`config.mk`:
```
export PLATFORM = sky130hd
export DESIGN_NAME = if_stage_flat
export DESIGN_NICKNAME = d
export VERILOG_FILES = /design/src/rtl/if_stage_if.sv /design/src/rtl/if_stage.sv /design/src/flat_wrapper.sv
export SDC_FILE = /design/constraint.sdc
export NUM_CORES = 1
export LEC_CHECK = 0
export BUFFER_PORTS_ARGS = -buffer_cell sky130_fd_sc_hd__buf_2
export CAP_MARGIN = 30
export CELL_PAD_IN_SITES_DETAIL_PLACEMENT = 0
export CELL_PAD_IN_SITES_GLOBAL_PLACEMENT = 1
export CORE_ASPECT_RATIO = 1.2
export CORE_MARGIN = 1.5
export CORE_UTILIZATION = 25
export DETAILED_ROUTE_END_ITERATION = 7
export PLACE_DENSITY_LB_ADDON = 0.12
export SYNTH_ARGS = -nofsm -noshare
export SYNTH_HDL_FRONTEND = slang
export SYNTH_SLANG_ARGS = --single-unit
```
`constraint.sdc`:
```
create_clock -name clk -period 17.5 [get_ports clk]
set_input_delay 0 -clock clk [delete_from_list [all_inputs] [get_ports clk]]
set_output_delay 0 -clock clk [all_outputs]
set_load 0.1 [all_outputs]
```
`src/rtl/if_stage_if.sv`:
```
// Bundles the instruction-memory port and the IF/ID outputs of the fetch stage.
// The master side is the fetch stage; the slave side is the memory and downstream.
interface if_stage_if;
  logic        imem_req;
  logic [31:0] imem_addr;
  logic        imem_gnt;
  logic        imem_rvalid;
  logic [31:0] imem_rdata;
  logic        stall;
  logic        redirect;
  logic [31:0] redirect_pc;
  logic        id_valid;
  logic [31:0] id_instruction;
  logic [31:0] id_pc_plus4;

  modport master (
    output imem_req, imem_addr, id_valid, id_instruction, id_pc_plus4,
    input  imem_gnt, imem_rvalid, imem_rdata, stall, redirect, redirect_pc
  );

  modport slave (
    input  imem_req, imem_addr, id_valid, id_instruction, id_pc_plus4,
    output imem_gnt, imem_rvalid, imem_rdata, stall, redirect, redirect_pc
  );
endinterface

```
`src/rtl/if_stage.sv`:
```
// Instruction-fetch stage: single-outstanding imem requests, a small prefetch
// FIFO, and the IF/ID register feeding id_stage, with stall and redirect.
module if_stage #(
  parameter logic [31:0] RESET_PC   = 32'h0000_0000,
  parameter int          FIFO_DEPTH = 2
) (
  input  logic       clk,
  input  logic       rst,
  if_stage_if.master bus
);
  localparam int          PTR_W = (FIFO_DEPTH > 1) ? $clog2(FIFO_DEPTH) : 1;
  localparam int          CNT_W = $clog2(FIFO_DEPTH + 1);
  localparam logic [31:0] NOP   = 32'h0000_0013;

  typedef enum logic [1:0] {REQ, WAIT, DROP} state_e;

  state_e           state_q, state_d;
  logic [31:0]      fetch_pc_q, fetch_pc_d;
  logic [31:0]      req_pc_q, req_pc_d;
  logic [PTR_W-1:0] wr_ptr_q, wr_ptr_d;
  logic [PTR_W-1:0] rd_ptr_q, rd_ptr_d;
  logic [CNT_W-1:0] count_q, count_d;
  logic             id_valid_q, id_valid_d;
  logic [31:0]      id_instr_q, id_instr_d;
  logic [31:0]      id_pc4_q, id_pc4_d;

  logic [31:0]      fifo_instr_q [FIFO_DEPTH];
  logic [31:0]      fifo_pc4_q   [FIFO_DEPTH];

  logic             fifo_full, fifo_empty;
  logic             req, push, pop;

  function automatic logic [PTR_W-1:0] ptr_inc(input logic [PTR_W-1:0] p);
    return (p == PTR_W'(FIFO_DEPTH - 1)) ? '0 : p + PTR_W'(1);
  endfunction

  assign fifo_full  = (count_q == CNT_W'(FIFO_DEPTH));
  assign fifo_empty = (count_q == '0);

  // Free-slot check at issue is what keeps the FIFO from ever overflowing.
  assign req = !rst && (state_q == REQ) && !fifo_full && !bus.redirect;

  always_comb begin
    state_d    = state_q;
    fetch_pc_d = fetch_pc_q;
    req_pc_d   = req_pc_q;
    wr_ptr_d   = wr_ptr_q;
    rd_ptr_d   = rd_ptr_q;
    count_d    = count_q;
    id_valid_d = id_valid_q;
    id_instr_d = id_instr_q;
    id_pc4_d   = id_pc4_q;
    push       = 1'b0;
    pop        = 1'b0;

    if (bus.redirect) begin
      fetch_pc_d = bus.redirect_pc;
      wr_ptr_d   = '0;
      rd_ptr_d   = '0;
      count_d    = '0;
      id_valid_d = 1'b0;
      // An outstanding response must still be absorbed before fetching again.
      if (state_q != REQ) begin
        state_d = bus.imem_rvalid ? REQ : DROP;
      end
    end else begin
      unique case (state_q)
        REQ: begin
          if (req && bus.imem_gnt) begin
            req_pc_d   = fetch_pc_q;
            fetch_pc_d = fetch_pc_q + 32'd4;
            state_d    = WAIT;
          end
        end
        WAIT: begin
          if (bus.imem_rvalid) begin
            push    = 1'b1;
            state_d = REQ;
          end
        end
        DROP: begin
          if (bus.imem_rvalid) begin
            state_d = REQ;
          end
        end
        default: state_d = REQ;
      endcase

      if (!id_valid_q || !bus.stall) begin
        if (!fifo_empty) begin
          pop        = 1'b1;
          id_instr_d = fifo_instr_q[rd_ptr_q];
          id_pc4_d   = fifo_pc4_q[rd_ptr_q];
          id_valid_d = 1'b1;
        end else begin
          id_valid_d = 1'b0;
        end
      end

      if (push) wr_ptr_d = ptr_inc(wr_ptr_q);
      if (pop)  rd_ptr_d = ptr_inc(rd_ptr_q);
      case ({push, pop})
        2'b10:   count_d = count_q + CNT_W'(1);
        2'b01:   count_d = count_q - CNT_W'(1);
        default: count_d = count_q;
      endcase
    end
  end

  always_ff @(posedge clk or posedge rst) begin
    if (rst) begin
      state_q    <= REQ;
      fetch_pc_q <= RESET_PC;
      req_pc_q   <= RESET_PC;
      wr_ptr_q   <= '0;
      rd_ptr_q   <= '0;
      count_q    <= '0;
      id_valid_q <= 1'b0;
      id_instr_q <= NOP;
      id_pc4_q   <= 32'h0000_0000;
    end else begin
      state_q    <= state_d;
      fetch_pc_q <= fetch_pc_d;
      req_pc_q   <= req_pc_d;
      wr_ptr_q   <= wr_ptr_d;
      rd_ptr_q   <= rd_ptr_d;
      count_q    <= count_d;
      id_valid_q <= id_valid_d;
      id_instr_q <= id_instr_d;
      id_pc4_q   <= id_pc4_d;
    end
  end

  // FIFO payload needs no reset; occupancy is tracked by count_q alone.
  always_ff @(posedge clk) begin
    if (push) begin
      fifo_instr_q[wr_ptr_q] <= bus.imem_rdata;
      fifo_pc4_q[wr_ptr_q]   <= req_pc_q + 32'd4;
    end
  end

  assign bus.imem_req       = req;
  assign bus.imem_addr      = fetch_pc_q;
  assign bus.id_valid       = id_valid_q;
  assign bus.id_instruction = id_instr_q;
  assign bus.id_pc_plus4    = id_pc4_q;
endmodule
```
`src/flat_wrapper.sv`:
```
// flat-port wrapper written by rule: the top's interface ports become plain ports
module if_stage_flat 
#(
  parameter logic [31:0] RESET_PC   = 32'h0000_0000,
  parameter int          FIFO_DEPTH = 2
)
  (clk, rst, bus_imem_req, bus_imem_addr, bus_id_valid, bus_id_instruction, bus_id_pc_plus4, bus_imem_gnt, bus_imem_rvalid, bus_imem_rdata, bus_stall, bus_redirect, bus_redirect_pc);
  if_stage_if bus_i ();
  input  logic clk;
  input  logic rst;
  output wire logic [$bits(bus_i.imem_req)-1:0] bus_imem_req;
  output wire logic [$bits(bus_i.imem_addr)-1:0] bus_imem_addr;
  output wire logic [$bits(bus_i.id_valid)-1:0] bus_id_valid;
  output wire logic [$bits(bus_i.id_instruction)-1:0] bus_id_instruction;
  output wire logic [$bits(bus_i.id_pc_plus4)-1:0] bus_id_pc_plus4;
  input wire logic [$bits(bus_i.imem_gnt)-1:0] bus_imem_gnt;
  input wire logic [$bits(bus_i.imem_rvalid)-1:0] bus_imem_rvalid;
  input wire logic [$bits(bus_i.imem_rdata)-1:0] bus_imem_rdata;
  input wire logic [$bits(bus_i.stall)-1:0] bus_stall;
  input wire logic [$bits(bus_i.redirect)-1:0] bus_redirect;
  input wire logic [$bits(bus_i.redirect_pc)-1:0] bus_redirect_pc;
  assign bus_imem_req = bus_i.imem_req;
  assign bus_imem_addr = bus_i.imem_addr;
  assign bus_id_valid = bus_i.id_valid;
  assign bus_id_instruction = bus_i.id_instruction;
  assign bus_id_pc_plus4 = bus_i.id_pc_plus4;
  assign bus_i.imem_gnt = bus_imem_gnt;
  assign bus_i.imem_rvalid = bus_imem_rvalid;
  assign bus_i.imem_rdata = bus_imem_rdata;
  assign bus_i.stall = bus_stall;
  assign bus_i.redirect = bus_redirect;
  assign bus_i.redirect_pc = bus_redirect_pc;
  if_stage #(.RESET_PC(RESET_PC), .FIFO_DEPTH(FIFO_DEPTH)) u_core (.clk(clk), .rst(rst), .bus(bus_i));
endmodule
```
After elaboration in Yosys (flattened, before gate mapping)

Memories as Yosys holds them, arrays and structs flattened. A register that Yosys moved wholly into a read port is not among the register bits.
Cells that the tools add are included.

Flip-flop bits (word level): 71
Memory bits (writable): 128
Output and inout bits: 98
Memories kept: 2

Add/sub/neg operators: 6
Eq/ne operators: 8
Muxes and demuxes: 28
Bitwise logic cells: 2
Reduce and logical (&&, ||, !) cells: 24

Memory list:

| name                | words | width | read ports | clocked after Yosys merged registers in | write ports | line           | RTL |
|---|---|---|---|---|---|---|---|
| u_core.fifo_instr_q | 2     | 32    | 1          | 1                                       | 1           | if_stage.sv:27 | `logic [31:0] fifo_instr_q [FIFO_DEPTH];` |
| u_core.fifo_pc4_q   | 2     | 32    | 1          | 1                                       | 1           | if_stage.sv:28 | `logic [31:0] fifo_pc4_q [FIFO_DEPTH];` |

Operators with widths:

| kind                  | count |
|---|---|
| $mux 32               | 3 |
| $add 32x3->32 const B | 2 |
| $mux 1                | 17 |
| $mux 2                | 6 |
| $reduce_bool 2->1     | 6 |
| $reduce_and 3->1      | 3 |
| $pmux 2 s2            | 2 |
| $eq 2x2->1 const B    | 3 |
| $logic_not 1->1       | 5 |
| $eq 2x1->1 const B    | 2 |
| $logic_and 1x1->1     | 4 |
| $logic_not 2->1       | 2 |
| $ne 3x1->1 const B    | 1 |
| $ne 3x3->1 const B    | 1 |
| $reduce_bool 3->1     | 1 |
| $add 1x1->1 const B   | 2 |
| $add 2x1->2 const B   | 1 |
| $ne 2x1->1 const B    | 1 |
| $not 1->1             | 2 |
| $reduce_and 2->1      | 1 |
| $reduce_or 2->1       | 1 |
| $sub 2x1->2 const B   | 1 |
| $logic_or 1x1->1      | 1 |

Logic depth before layout (Yosys ltp)

Depth after elaboration: 8
Mapped depth: 8
Depth with buffers taken out: 6

Least setup slack after synthesis

OpenSTA, ideal clock, no wires.

Path type: reg2reg
Start point: reg u_core.state_q[1]
End point: mem u_core.fifo_instr_q[1][0] (enable)
Library setup time: 578 ps
Arrival: 5433 ps
Data required time: 16922 ps
Slack: 11489 ps
Cell stages (with the launch flop): 5
Path buffers: 0
Period minus slack after synthesis: 6011 ps
Cells stage by stage: dfrtp_1 > inv_1 > ha_1 > nand2_1 > nor3b_1

Longest elaborated chain between the ends: 6

Ends and longest elaborated chain:

| element                      | line            | RTL |
|---|---|---|
| from (decl)                  | if_stage.sv:17  | `state_e state_q, state_d;` |
| from (signal assigned)       | if_stage.sv:122 | `state_q <= state_d;` |
| $eq 2x1->1                   | if_stage.sv:67  | `unique case (state_q)` |
| $mux 1                       | if_stage.sv:67  |  |
| $mux 1 (2 in series)         | if_stage.sv:56  | `if (bus.redirect) begin` |
| $mux 1                       | if_stage.sv:136 | `if (push) begin` |
| $mux 1 (not written as such) | if_stage.sv:137 | `fifo_instr_q[wr_ptr_q] <= bus.imem_rdata;` |
| to (decl)                    | if_stage.sv:27  |  |

Every way passes these cells. The select of a mux whose other input is x is not followed.

Final worst setup path

Start point: reg u_core.state_q[0]
End point: reg u_core.fetch_pc_q[15], in the netlist u_core.bus.imem_addr[15]

Longest elaborated chain between the ends: 7

Ends and longest elaborated chain:

| element                         | line                           | RTL |
|---|---|---|
| $logic_not 2->1 (*)             | if_stage.sv:41, if_stage.sv:67 |  |
| $logic_and 1x1->1 (3 in series) | if_stage.sv:41                 | `assign req = !rst && (state_q == REQ) && !fifo_full && !bus.redirect;` |
| $logic_and 1x1->1               | if_stage.sv:69                 | `if (req && bus.imem_gnt) begin` |
| $reduce_bool 2->1 (no line)     | --                             |  |
| $reduce_and 2->1 (no line) (*)  | --                             |  |
| to (signal assigned)            | if_stage.sv:123                | `fetch_pc_q <= fetch_pc_d;` |
| to (decl)                       | if_stage.sv:18                 | `logic [31:0] fetch_pc_q, fetch_pc_d;` |

Every way passes the cells marked *; elsewhere a longest branch is shown, timed or not.
A chain may end at the register's enable or synchronous reset.

==> results <==
- Synthesis handed over a netlist of 842 instances.
- The core outline area is 42900 µm².
- The count of buffers added on input and output ports is 167.
- Entering global routing, the biggest net connects 98 pins.
- The synthesized netlist contains 50 unique library cells.
- For this run, the detailed router's first-pass iteration total came to 6.
- The synthesized-area fraction occupied by ao, oa, aoi and oai cells is 6.57%.
- The number of routed nets with antenna violations is 0.
- The category of the worst setup path capture point is a register.
- The synthesized design contains 263 register bits.
- The most common flop cell mapped by yosys is sky130_fd_sc_hd__dfrtp_1.
- The number of hold violations in the final report is 0.
- In the finished design, the share of the clock period the worst path needs comes to 14.3%.
- The detailed-route via count is 7307.
- The final number of setup-violating endpoints is 0.
- The all-layer global routing usage is 12.7%.
- Summing the areas of all xor and xnor instances in the mapped netlist gives 3.22% of the synthesized area.
- Leaving out fill and tap cells, the most frequent cells in the layout are 167 x sky130_fd_sc_hd__buf_2, 131 x sky130_fd_sc_hd__dfrtp_1, 128 x sky130_fd_sc_hd__edfxtp_1.
- The count of yosys warnings during synthesis is 0.
- In the final routed layout, each cell accounts on average for 16.9 µm.
- Setup repair after global routing left no endpoint under its margin.
- The finished cells cover 14000 µm².
- Measured along the x axis, the die boundary spans 193 µm.
- The global-route congestion overflow total is 0.
- The cts-stage hold buffer count is 67.
- The clock tree from TritonCTS is done.
- The average size of a mapped cell is 12.9 µm².
- Clock skew on the completed layout was measured at 12.3 ps.
- The power density of the placed cells is 182 nW/µm².
- After clock tree synthesis, the clock-pin slew on the worst setup and hold paths is 60 ps.
- Of the cells placed in the final design, the portion with a size suffix greater than 1 is 24.3%.
- The vias per cell is 4.42.
- After clock tree synthesis, the setup repair step added 0 buffers.
- The routability congestion estimate from global placement is 0.725.
- When the netlist entered floorplanning its net count stood at 916.
- The placed wire-length estimate is 18300 µm.
- The max-slew violation total from the final report is 0.
- Counting the buffers created by CTS gives 30.
- The first routing iteration left 290 violations.
- The largest area contributor in the synthesized netlist is sky130_fd_sc_hd__edfxtp_1.
- The number of enable-type register cells in the synthesized netlist is 128.
- After detailed routing, the number of remaining DRC violations is 10.
- The multi-input combinational cell area is 3450 µm².
- The tree is rooted in a sky130_fd_sc_hd__clkbuf_16.
- Measured along the y axis, the die boundary spans 231 µm.
- For this block, the routed nets add up to 28000 µm of wire.
- For this design the top-level I/O count stands at 168.
- The clock latency on the worst-skew pair is 560 ps.
- IR analysis of the VDD net gives a maximum drop of 0.0000627 V.
- The proportion of register bits with asynchronous set or reset after synthesis is 51.3%.
- The number of H-tree levels is 1.
- The arrival time of the worst setup path is 2980 ps.
- The number of antenna violations at the first check in global routing is 0.
- The simple-gate area share of the yosys netlist is 12.4%.
- The number of maximum-capacitance constraint violations is 0.
- In this run the worst hold path is classified as input port to register.
- At the worst endpoint, the required time is 17980 ps.
- The number of buffers between clock root and the deepest sink is 3.
- Static timing analysis puts the maximum clock frequency at 400 MHz.
- The flow ran to the end, but the final reports show violations.
- The floorplan has 83 rows.
- The number of antenna diodes in the final layout is 0.
- The placed standard-cell area is 12400 µm².
- The final reports fail on DRC.
- The first global-routing pass estimated 44300 µm of wire.
- The synthesized netlist occupies a cell area of 10900 µm².
- The transition time at the pin with the least slew margin is 914 ps.
- The register area share after synthesis is 66.5%.
- The non-filler instance count after layout is 1653.
- The mux cell area share after synthesis is 8.87%.
- The sequential cells in the finished layout cover a total of 7230 µm².
- The type of element launching the critical path is a register.
- After synthesis, the largest family of logic cells by area is simple AND/OR/NAND/NOR gates.
- The number of gates resized after cts is 0.
- The initial core utilization is 25.3%.
- The most common library cell in the layout ignoring fill and taps is sky130_fd_sc_hd__buf_2.
- The shortest period the worst path allows is 2500 ps.
- The total leakage power is 5.54 nW.
- Counting the fill cells in the layout gives 4389.
- Measured against its own limit, the worst slew margin works out to 39.1%.
- The total negative slack for setup checks is 0 ps.
- The growth of design area from synthesis to finish is 29.1%.
- The top-area cell type share of the netlist area is 35.4%.
- In the final design database the tool counted 1151 nets.
- Along the worst path, the maximum fanout reaches 15.
- The worst setup path is of the register to register kind.
- Once placement completed, the tool counted placed cells totaling 1530.
- The area enclosed by the die boundary is 44700 µm².
- The via count of the first global-routing pass was 7432.
- The number of sinks driven by the clock tree is 263.
- By area the synthesized netlist is led by sky130_fd_sc_hd__edfxtp_1 35%, sky130_fd_sc_hd__dfrtp_1 30%, sky130_fd_sc_hd__mux2i_1 6.1%, sky130_fd_sc_hd__o21ai_0 4.0%, sky130_fd_sc_hd__nand2_1 3.8%.
- The synthesized netlist devotes 0.460% of its cell area to adder and majority cells.
-- critical path: stages, from the launching register on --
cell and delay [ps]:
sky130_fd_sc_hd__dfrtp_1 410, sky130_fd_sc_hd__inv_1 70, sky130_fd_sc_hd__ha_1 240, sky130_fd_sc_hd__nand4bb_1 290, sky130_fd_sc_hd__or3_1 670, sky130_fd_sc_hd__or4_1 570
sky130_fd_sc_hd__a31oi_1 170
-- per-layer routing --
layer / global-route usage, % / vias to the layer above / wire [µm]
met2: 21.4 / 173 / 13200
met3: 1.98 / 34 / 1170
met5: 0 / - / 0
li1: - / 3580 / -
met4: 3.96 / 0 / 608
met1: 16.7 / 3520 / 13000
-- cell usage after synthesis, drive strengths merged (3+ instances only) --
cell type,number
nand4,22
a21oi,5
and3,7
nor4,10
nand3,25
nand2,110
or4,19
and2,3
xnor2,19
clkbuf,37
o21ai,86
nor2b,6
and4,9
buf,7
mux2i,66
mux2,27
ha,4
nor2,27
o31ai,9
dfrtp,132
or3,3
o211ai,3
a22oi,4
inv,11
nor3,7
edfxtp,128
dfstp,3
xor2,21
a31oi,13
-- per-stage QoR --
stage	power (mW)	hold WS [ps]	setup WS, ps	util (%)
5_1_grt	2.69	69.4	14770	32.7
3_3_place_gp	1.95	181	14820	28.7
6_report	2.55	61.2	15000	32.7
4_1_cts	2.60	29.1	14970	32.7
2_1_floorplan	1.75	98.3	11490	-
3_5_place_dp	1.96	178	14740	28.9
-- layout make-up --
class,instances,area share (%)
Sequential cell,263,51.5
Clock buffer,46,6.29
Timing Repair Buffer,247,11.9
Tap cell,552,4.92
Inverter,11,0.330
Multi-Input combinational cell,524,24.6
Clock inverter,10,0.526
-- flip-flops by register name, indices dropped and copies added, names as in the netlist --
register                   count
u_core.bus.id_instruction     32
u_core.bus.id_pc_plus4        32
u_core.bus.id_valid            1
u_core.bus.imem_addr          32
u_core.count_q                 2
u_core.fifo_instr_q           64
u_core.fifo_pc4_q             64
u_core.rd_ptr_q                1
u_core.req_pc_q               32
u_core.state_q                 2
u_core.wr_ptr_q                1
-- logic make-up after synthesis --
| kind of cell | count (synthesis) |
|---|---|
| AO/OA/AOI/OAI | 127 |
| XOR/XNOR | 40 |
| adder cells (fa/ha/maj) | 4 |
| buffers and inverters | 55 |
| flip-flops | 263 |
| multiplexers | 93 |
| AND/OR/NAND/NOR | 260 |
-- final timing paths --
check                                                 from                            to  slack [ps]  depth (start not counted)
worst max-delay path                     u_core.state_q[0]      u_core.bus.imem_addr[15]       15000                          6
worst min-delay path                          bus_redirect               u_core.rd_ptr_q          60                          3
worst max register to register           u_core.state_q[0]      u_core.bus.imem_addr[15]       15000                          6
worst min register to register  u_core.bus.id_pc_plus4[21]    u_core.bus.id_pc_plus4[21]         470                          2
max in group asynchronous                              rst  u_core.bus.id_instruction[1]       16160                          5
min in group asynchronous                              rst      u_core.bus.imem_addr[13]         110                          3
-- power breakdown --
group / leakage (nW) / switching (mW) / total (mW) / internal (mW)
Clock: 0.477 / 0.247 / 0.606 / 0.359
Combinational: 2.27 / 0.803 / 1.02 / 0.212
Sequential: 2.79 / 0.120 / 0.930 / 0.809
Total: 5.54 / 1.17 / 2.55 / 1.38
(Power assumes the default switching activity.)
